==> src/rtl/kbd_pkg.sv <==
// Shared constants and types for the PS/2 set-2 keyboard event decoder.
package kbd_pkg;

  // Prefix bytes that may appear in key_code[23:8].
  localparam logic [7:0] PFX_EXT = 8'hE0;
  localparam logic [7:0] PFX_BRK = 8'hF0;

  // Modifier and lock key codes (code byte only; E0 variants share the byte).
  localparam logic [7:0] CODE_LSHIFT = 8'h12;
  localparam logic [7:0] CODE_RSHIFT = 8'h59;
  localparam logic [7:0] CODE_CTRL   = 8'h14;
  localparam logic [7:0] CODE_ALT    = 8'h11;
  localparam logic [7:0] CODE_CAPS   = 8'h58;

  // One queued event; also used for the decode stage, where data holds the raw code.
  typedef struct packed {
    logic [7:0] data;
    logic       make;
    logic       ext;
  } kbd_event_t;

  typedef enum logic [2:0] {
    KEY_OTHER,
    KEY_LSHIFT,
    KEY_RSHIFT,
    KEY_CTRL,
    KEY_ALT,
    KEY_CAPS
  } key_class_t;

  // Sort a code byte into modifier / lock / ordinary key.
  function automatic key_class_t classify_key(input logic [7:0] code);
    case (code)
      CODE_LSHIFT: return KEY_LSHIFT;
      CODE_RSHIFT: return KEY_RSHIFT;
      CODE_CTRL:   return KEY_CTRL;
      CODE_ALT:    return KEY_ALT;
      CODE_CAPS:   return KEY_CAPS;
      default:     return KEY_OTHER;
    endcase
  endfunction

endpackage

==> src/rtl/kbd_ascii_rom.sv <==
// Set-2 scan code to ASCII table; only instantiated when KBD_ASCII_EN is defined.
// Letters follow shift XOR caps; digits follow shift only; unmapped codes give 0x00.
module kbd_ascii_rom (
  input  logic [7:0] code,
  input  logic       shift,
  input  logic       caps,
  output logic [7:0] ascii
);

  logic [7:0] lower;
  logic [7:0] plain;
  logic [7:0] shifted;

  // Look the code up in the letter and symbol tables, then apply shift/caps.
  always_comb begin
    // NOTE: every variable gets a default before the case so no path leaves it unassigned, which would infer a latch.
    lower   = 8'h00;
    plain   = 8'h00;
    shifted = 8'h00;
    case (code)
      8'h1C: lower = 8'h61; 8'h32: lower = 8'h62; 8'h21: lower = 8'h63;
      8'h23: lower = 8'h64; 8'h24: lower = 8'h65; 8'h2B: lower = 8'h66;
      8'h34: lower = 8'h67; 8'h33: lower = 8'h68; 8'h43: lower = 8'h69;
      8'h3B: lower = 8'h6A; 8'h42: lower = 8'h6B; 8'h4B: lower = 8'h6C;
      8'h3A: lower = 8'h6D; 8'h31: lower = 8'h6E; 8'h44: lower = 8'h6F;
      8'h4D: lower = 8'h70; 8'h15: lower = 8'h71; 8'h2D: lower = 8'h72;
      8'h1B: lower = 8'h73; 8'h2C: lower = 8'h74; 8'h3C: lower = 8'h75;
      8'h2A: lower = 8'h76; 8'h1D: lower = 8'h77; 8'h22: lower = 8'h78;
      8'h35: lower = 8'h79; 8'h1A: lower = 8'h7A;
      default: lower = 8'h00;
    endcase
    case (code)
      8'h45: begin plain = 8'h30; shifted = 8'h29; end
      8'h16: begin plain = 8'h31; shifted = 8'h21; end
      8'h1E: begin plain = 8'h32; shifted = 8'h40; end
      8'h26: begin plain = 8'h33; shifted = 8'h23; end
      8'h25: begin plain = 8'h34; shifted = 8'h24; end
      8'h2E: begin plain = 8'h35; shifted = 8'h25; end
      8'h36: begin plain = 8'h36; shifted = 8'h5E; end
      8'h3D: begin plain = 8'h37; shifted = 8'h26; end
      8'h3E: begin plain = 8'h38; shifted = 8'h2A; end
      8'h46: begin plain = 8'h39; shifted = 8'h28; end
      8'h29: begin plain = 8'h20; shifted = 8'h20; end
      8'h5A: begin plain = 8'h0D; shifted = 8'h0D; end
      8'h66: begin plain = 8'h08; shifted = 8'h08; end
      default: ;
    endcase
    if (lower != 8'h00) ascii = (shift ^ caps) ? (lower - 8'h20) : lower;
    else                ascii = shift ? shifted : plain;
  end

endmodule

==> src/rtl/kbd_event_decoder.sv <==
// PS/2 set-2 key event decoder: new-code detect, decode stage, modifier
// tracking and an event FIFO. Define KBD_ASCII_EN to translate codes to
// ASCII; otherwise ev_data carries the raw code byte.
module kbd_event_decoder
  import kbd_pkg::*;
#(
  parameter int FIFO_DEPTH = 8
) (
  input  logic                        clk,
  input  logic                        rst,
  input  logic [23:0]                 key_code,
  input  logic                        parity_error,
  input  logic                        frame_error,
  output logic                        ev_valid,
  input  logic                        ev_ready,
  output logic [7:0]                  ev_data,
  output logic                        ev_make,
  output logic                        ev_ext,
  output logic [3:0]                  modifiers,
  output logic [$clog2(FIFO_DEPTH):0] fifo_count,
  output logic                        overflow,
  output logic                        err_seen
);

  localparam int AW = $clog2(FIFO_DEPTH);
  localparam logic [AW:0] DEPTH_CNT = (AW + 1)'(FIFO_DEPTH);

  logic [23:0] prev_code;
  logic        new_code;
  logic        code_err;
  logic        dec_valid;
  kbd_event_t  dec;
  key_class_t  dec_class;
  logic        lshift, rshift, ctrl, alt, caps_lock;
  logic [7:0]  ev_byte;
  logic        push, pop, full, wr_en;
  logic [AW-1:0] wr_ptr, rd_ptr;
  logic [AW:0]   count;
  kbd_event_t    mem [FIFO_DEPTH];
  kbd_event_t    head;

  assign new_code = (key_code != prev_code) && (key_code != 24'h0);
  assign code_err = parity_error | frame_error;

  // Detect stage: remember last code, latch clean new codes, flag corrupted ones.
  always_ff @(posedge clk or posedge rst) begin
    if (rst) begin
      // NOTE: sequential state uses non-blocking assignments so every register samples pre-edge values.
      prev_code <= 24'h0;
      dec_valid <= 1'b0;
      dec       <= '0;
      err_seen  <= 1'b0;
    end else begin
      prev_code <= key_code;
      dec_valid <= new_code && !code_err;
      if (new_code && !code_err) begin
        dec.data <= key_code[7:0];
        dec.make <= !((key_code[23:16] == PFX_BRK) || (key_code[15:8] == PFX_BRK));
        dec.ext  <= (key_code[23:16] == PFX_EXT) || (key_code[15:8] == PFX_EXT);
      end
      if (new_code && code_err) err_seen <= 1'b1;
    end
  end

  assign dec_class = classify_key(dec.data);
  assign push      = dec_valid && (dec_class == KEY_OTHER);

  // Modifier state: make sets, break clears; caps toggles on make only.
  always_ff @(posedge clk or posedge rst) begin
    if (rst) begin
      lshift    <= 1'b0;
      rshift    <= 1'b0;
      ctrl      <= 1'b0;
      alt       <= 1'b0;
      caps_lock <= 1'b0;
    end else if (dec_valid) begin
      case (dec_class)
        KEY_LSHIFT: lshift <= dec.make;
        KEY_RSHIFT: rshift <= dec.make;
        KEY_CTRL:   ctrl   <= dec.make;
        KEY_ALT:    alt    <= dec.make;
        KEY_CAPS:   if (dec.make) caps_lock <= ~caps_lock;
        default: ;
      endcase
    end
  end

  assign modifiers = {alt, ctrl, lshift | rshift, caps_lock};

`ifdef KBD_ASCII_EN
  kbd_ascii_rom u_ascii_rom (
    .code  (dec.data),
    .shift (lshift | rshift),
    .caps  (caps_lock),
    .ascii (ev_byte)
  );
`else
  assign ev_byte = dec.data;
`endif

  assign full  = (count == DEPTH_CNT);
  assign pop   = ev_valid && ev_ready;
  assign wr_en = push && (!full || pop);

  // Event storage: written in order at wr_ptr, read at rd_ptr.
  always_ff @(posedge clk) begin
    // NOTE: storage has no reset; count gates every read so stale contents are never visible.
    if (wr_en) mem[wr_ptr] <= '{data: ev_byte, make: dec.make, ext: dec.ext};
  end

  // FIFO pointers, occupancy and sticky overflow; pointers wrap naturally.
  always_ff @(posedge clk or posedge rst) begin
    if (rst) begin
      wr_ptr   <= '0;
      rd_ptr   <= '0;
      count    <= '0;
      overflow <= 1'b0;
    end else begin
      if (wr_en) wr_ptr <= wr_ptr + AW'(1);
      if (pop)   rd_ptr <= rd_ptr + AW'(1);
      case ({wr_en, pop})
        2'b10:   count <= count + (AW + 1)'(1);
        2'b01:   count <= count - (AW + 1)'(1);
        default: ;
      endcase
      if (push && full && !pop) overflow <= 1'b1;
    end
  end

  assign head       = mem[rd_ptr];
  assign ev_valid   = (count != '0);
  assign ev_data    = ev_valid ? head.data : 8'h00;
  assign ev_make    = ev_valid ? head.make : 1'b0;
  assign ev_ext     = ev_valid ? head.ext  : 1'b0;
  assign fifo_count = count;

endmodule

==> config.mk <==
export PLATFORM = sky130hd
export DESIGN_NAME = kbd_event_decoder
export DESIGN_NICKNAME = d
export VERILOG_FILES = /design/src/rtl/kbd_pkg.sv /design/src/rtl/kbd_ascii_rom.sv /design/src/rtl/kbd_event_decoder.sv
export SDC_FILE = /design/constraint.sdc
export NUM_CORES = 1
export LEC_CHECK = 0
export ABC_AREA = 1
export CORE_ASPECT_RATIO = 0.8
export CORE_MARGIN = 3
export CORE_UTILIZATION = 57
export CTS_BUF_LIST = sky130_fd_sc_hd__clkbuf_8
export CTS_CLUSTER_SIZE = 30
export DETAILED_ROUTE_END_ITERATION = 10
export GPL_ROUTABILITY_DRIVEN = 0
export PLACE_DENSITY = 0.8
export RECOVER_POWER = 50
export SKIP_CTS_REPAIR_TIMING = 1
export SYNTH_ARGS = -nofsm -noshare
export SYNTH_HDL_FRONTEND = slang
export SYNTH_HIERARCHICAL = 1
export SYNTH_SLANG_ARGS = --single-unit
==> constraint.sdc <==
create_clock -name clk -period 4.7 [get_ports clk]
set_input_delay 1.41 -clock clk [delete_from_list [all_inputs] [get_ports clk]]
set_output_delay 1.41 -clock clk [all_outputs]
set_load 0.1 [all_outputs]
==> results.tsv <==
metric	value	unit
status	finished with violations	
failing checks	max-capacitance violations, max-slew violations	
CP cell instances	nor2_1 -> inv_1 -> nor3_2 -> inv_1 -> clkdlybuf4s50_1	
Mapped Avg Cell Area	11.3	um^2
CP Max Fanout	11	
clock tree buffer depth	2	
Die Wd	117	um
Synth Warn #	6	
clk_skew	0.00649	ns
Register-to-Register Path Depth	17	
CTS buffer count	17	
first-pass GRT wire length	18.4	mm
worst hold path type	flip-flop to flip-flop	
RSZ-0062 raised after global routing	no	
fin crit share	0.843	
hold_sp	caps_lock	
vias in the first global route	3798	
Slew Viols, Final	53	
hold depth	1	
DRC	0	
H-tree depth	4	
I/O Buffers	49	
Tmin final	3.96	ns
clock sink total	132	
Initial Utilization	0.604	
Final Hold Vio Count	0	
Cells after DPL	664	
# nets final	585	
non-filler cells in the finished layout	696	
sequential fraction of the synthesis area	0.656	
Worst path slowest cell	clkdlybuf4s50_1	
maximum vdd drop	667	uV
via count	3782	
cell area after layout	6710	um^2
max_cap viols	1	
Clock Pin Slew Worst Setup and Hold Paths	0.07	ns
Startpoint Class	flip-flop	
Setup violations, final	0	
share of layout cells above drive strength 1	0.151	
Worst-Margin Slew	1.95	ns
Post-DRT Antenna Nets	0	
Post-Route WL	11.4	mm
Clk Latency, worst-skew pair	0.43	ns
1st-pass router iterations	5	
Layout area overhead	18.9	%
full die area	11100	um^2
grt ovf	0	
setup TNS	0	ns
crit-path max cell delay	1.02	ns
# IOs	50	
cell mode on critical path	inv_1	
Synth cell types	36	
Core Region	9350	um^2
CTS root buf	clkbuf_8	
Required @ worst endpoint	3.29	ns
critical path class	flip-flop to output pin	
Fmax	252	MHz
commonest non-fill, non-tap cell in the layout	nor2_1	
pwr/cell area	672	nW/um^2
most frequent cells in the layout	nor2_1 (82), edfxtp_1 (80), o21ai_0 (61), nand2_1 (52), dfrtp_1 (52)	
Post-Syn Area	5640	um^2
wire per inst	16.4	um
Worst Setup End Kind	output pin	
Post-Synthesis Cells	499	
FP Rows	31	
ant diodes	0	
CTS tree	yes	
Rel. slew slack	-0.301	
DPL Wire Length	7.79	mm
Worst EP arrival	2.55	ns
Vias/cell	5.43	
number of synthesized register bits	132	
syn nets	533	
P_leak	2.59	nW
Post-DP Area	6310	um^2
Initial DRC Count	317	
pin count of the biggest net entering global routing	53	
initial antenna violation count	0	
flop-to-flop setup slack	2.06	ns
Die H	95.0	um
GRT Total Usage	0.225	
RR Startpoint	ev_byte[4]	
Critical Path Start	fifo_count[0]	
synth_stat cells, drive strengths merged:
cell type / n / area share
a21oi: 1 / 0.00089
a31oi: 10 / 0.011
buf: 9 / 0.0095
clkbuf: 12 / 0.0082
clkinv: 1 / 0.00089
dfrtp: 52 / 0.23
edfxtp: 80 / 0.43
fa: 1 / 0.0035
ha: 4 / 0.0089
inv: 36 / 0.024
nand2: 61 / 0.048
nand3: 12 / 0.015
nand4: 12 / 0.013
nor2: 89 / 0.069
nor3: 7 / 0.0071
o21ai: 67 / 0.061
o21bai: 2 / 0.0027
o22ai: 11 / 0.012
or2: 3 / 0.0038
xnor2: 25 / 0.039
xor2: 4 / 0.0062
path summary, 6_finish.rpt:
kind                                      end
worst min register to register      caps_lock
worst max register to register  fifo_count[3]
max in group asynchronous       prev_code[17]
worst max-delay path                 ev_valid
worst min-delay path                caps_lock
min in group asynchronous              lshift
critical path: cells and delay by family (launching register included):
family	cells	cell delay, ns
buf+inv	3	1.32
flops	1	0.43
simple gates	2	0.37
power breakdown:
| group | switching, W | internal [W] |
|---|---|---|
| sequential | 0.0000937 | 0.00137 |
| clock | 0.000443 | 0.000546 |
| combinational | 0.00155 | 0.000506 |
| total | 0.00208 | 0.00242 |
logic make-up (layout without fill, tap and decap cells):
logic type / after synthesis / after routing / synth area share
flip-flops: 132 / 132 / 0.656
XOR/XNOR: 29 / 29 / 0.0450
AO/OA/AOI/OAI: 91 / 91 / 0.0876
buffers and inverters: 58 / 123 / 0.0426
AND/OR/NAND/NOR: 184 / 184 / 0.156
adder cells (fa/ha/maj): 5 / 5 / 0.0124
sequential cells by signal (all words and copies together) (netlist names), 2 cells and up:
name,cells
mem,80
prev_code,24
ev_byte,8
fifo_count,4
rd_ptr,3
wr_ptr,3
dec,2
area by class of cell:
| class | instances | area (um^2) |
|---|---|---|
| clock inverters | 14 | 174 |
| well taps | 132 | 165 |
| multi-input cells | 309 | 1770 |
| clock buffers | 18 | 248 |
| inverters | 37 | 140 |
| repair buffers | 54 | 503 |
| fillers | 648 | 2640 |
| flip-flops and latches | 132 | 3700 |
per-layer routing:
metal	wire length (um)	up-vias	global-route usage
met4	144	0	0.0965
li1	-	1810	-
met3	629	11	0.0602
met1	5030	1838	0.306
met5	0	-	0
met2	5620	123	0.343
stage by stage:
| stage | total power, W | worst slack (ns) | utilization | hold slack, ns |
|---|---|---|---|---|
| 2_1_floorplan | 0.00313 | 0.297 | - | 0.443 |
| 3_3_place_gp | 0.00352 | 1.17 | 0.675 | 0.459 |
| 3_5_place_dp | 0.00356 | 1.09 | 0.675 | 0.456 |
| 4_1_cts | 0.00455 | 0.602 | 0.720 | 0.480 |
| 5_1_grt | 0.00473 | 0.576 | 0.718 | 0.520 |
| 6_report | 0.00451 | 0.737 | 0.718 | 0.472 |
Power figures use the tool's default switching activity.
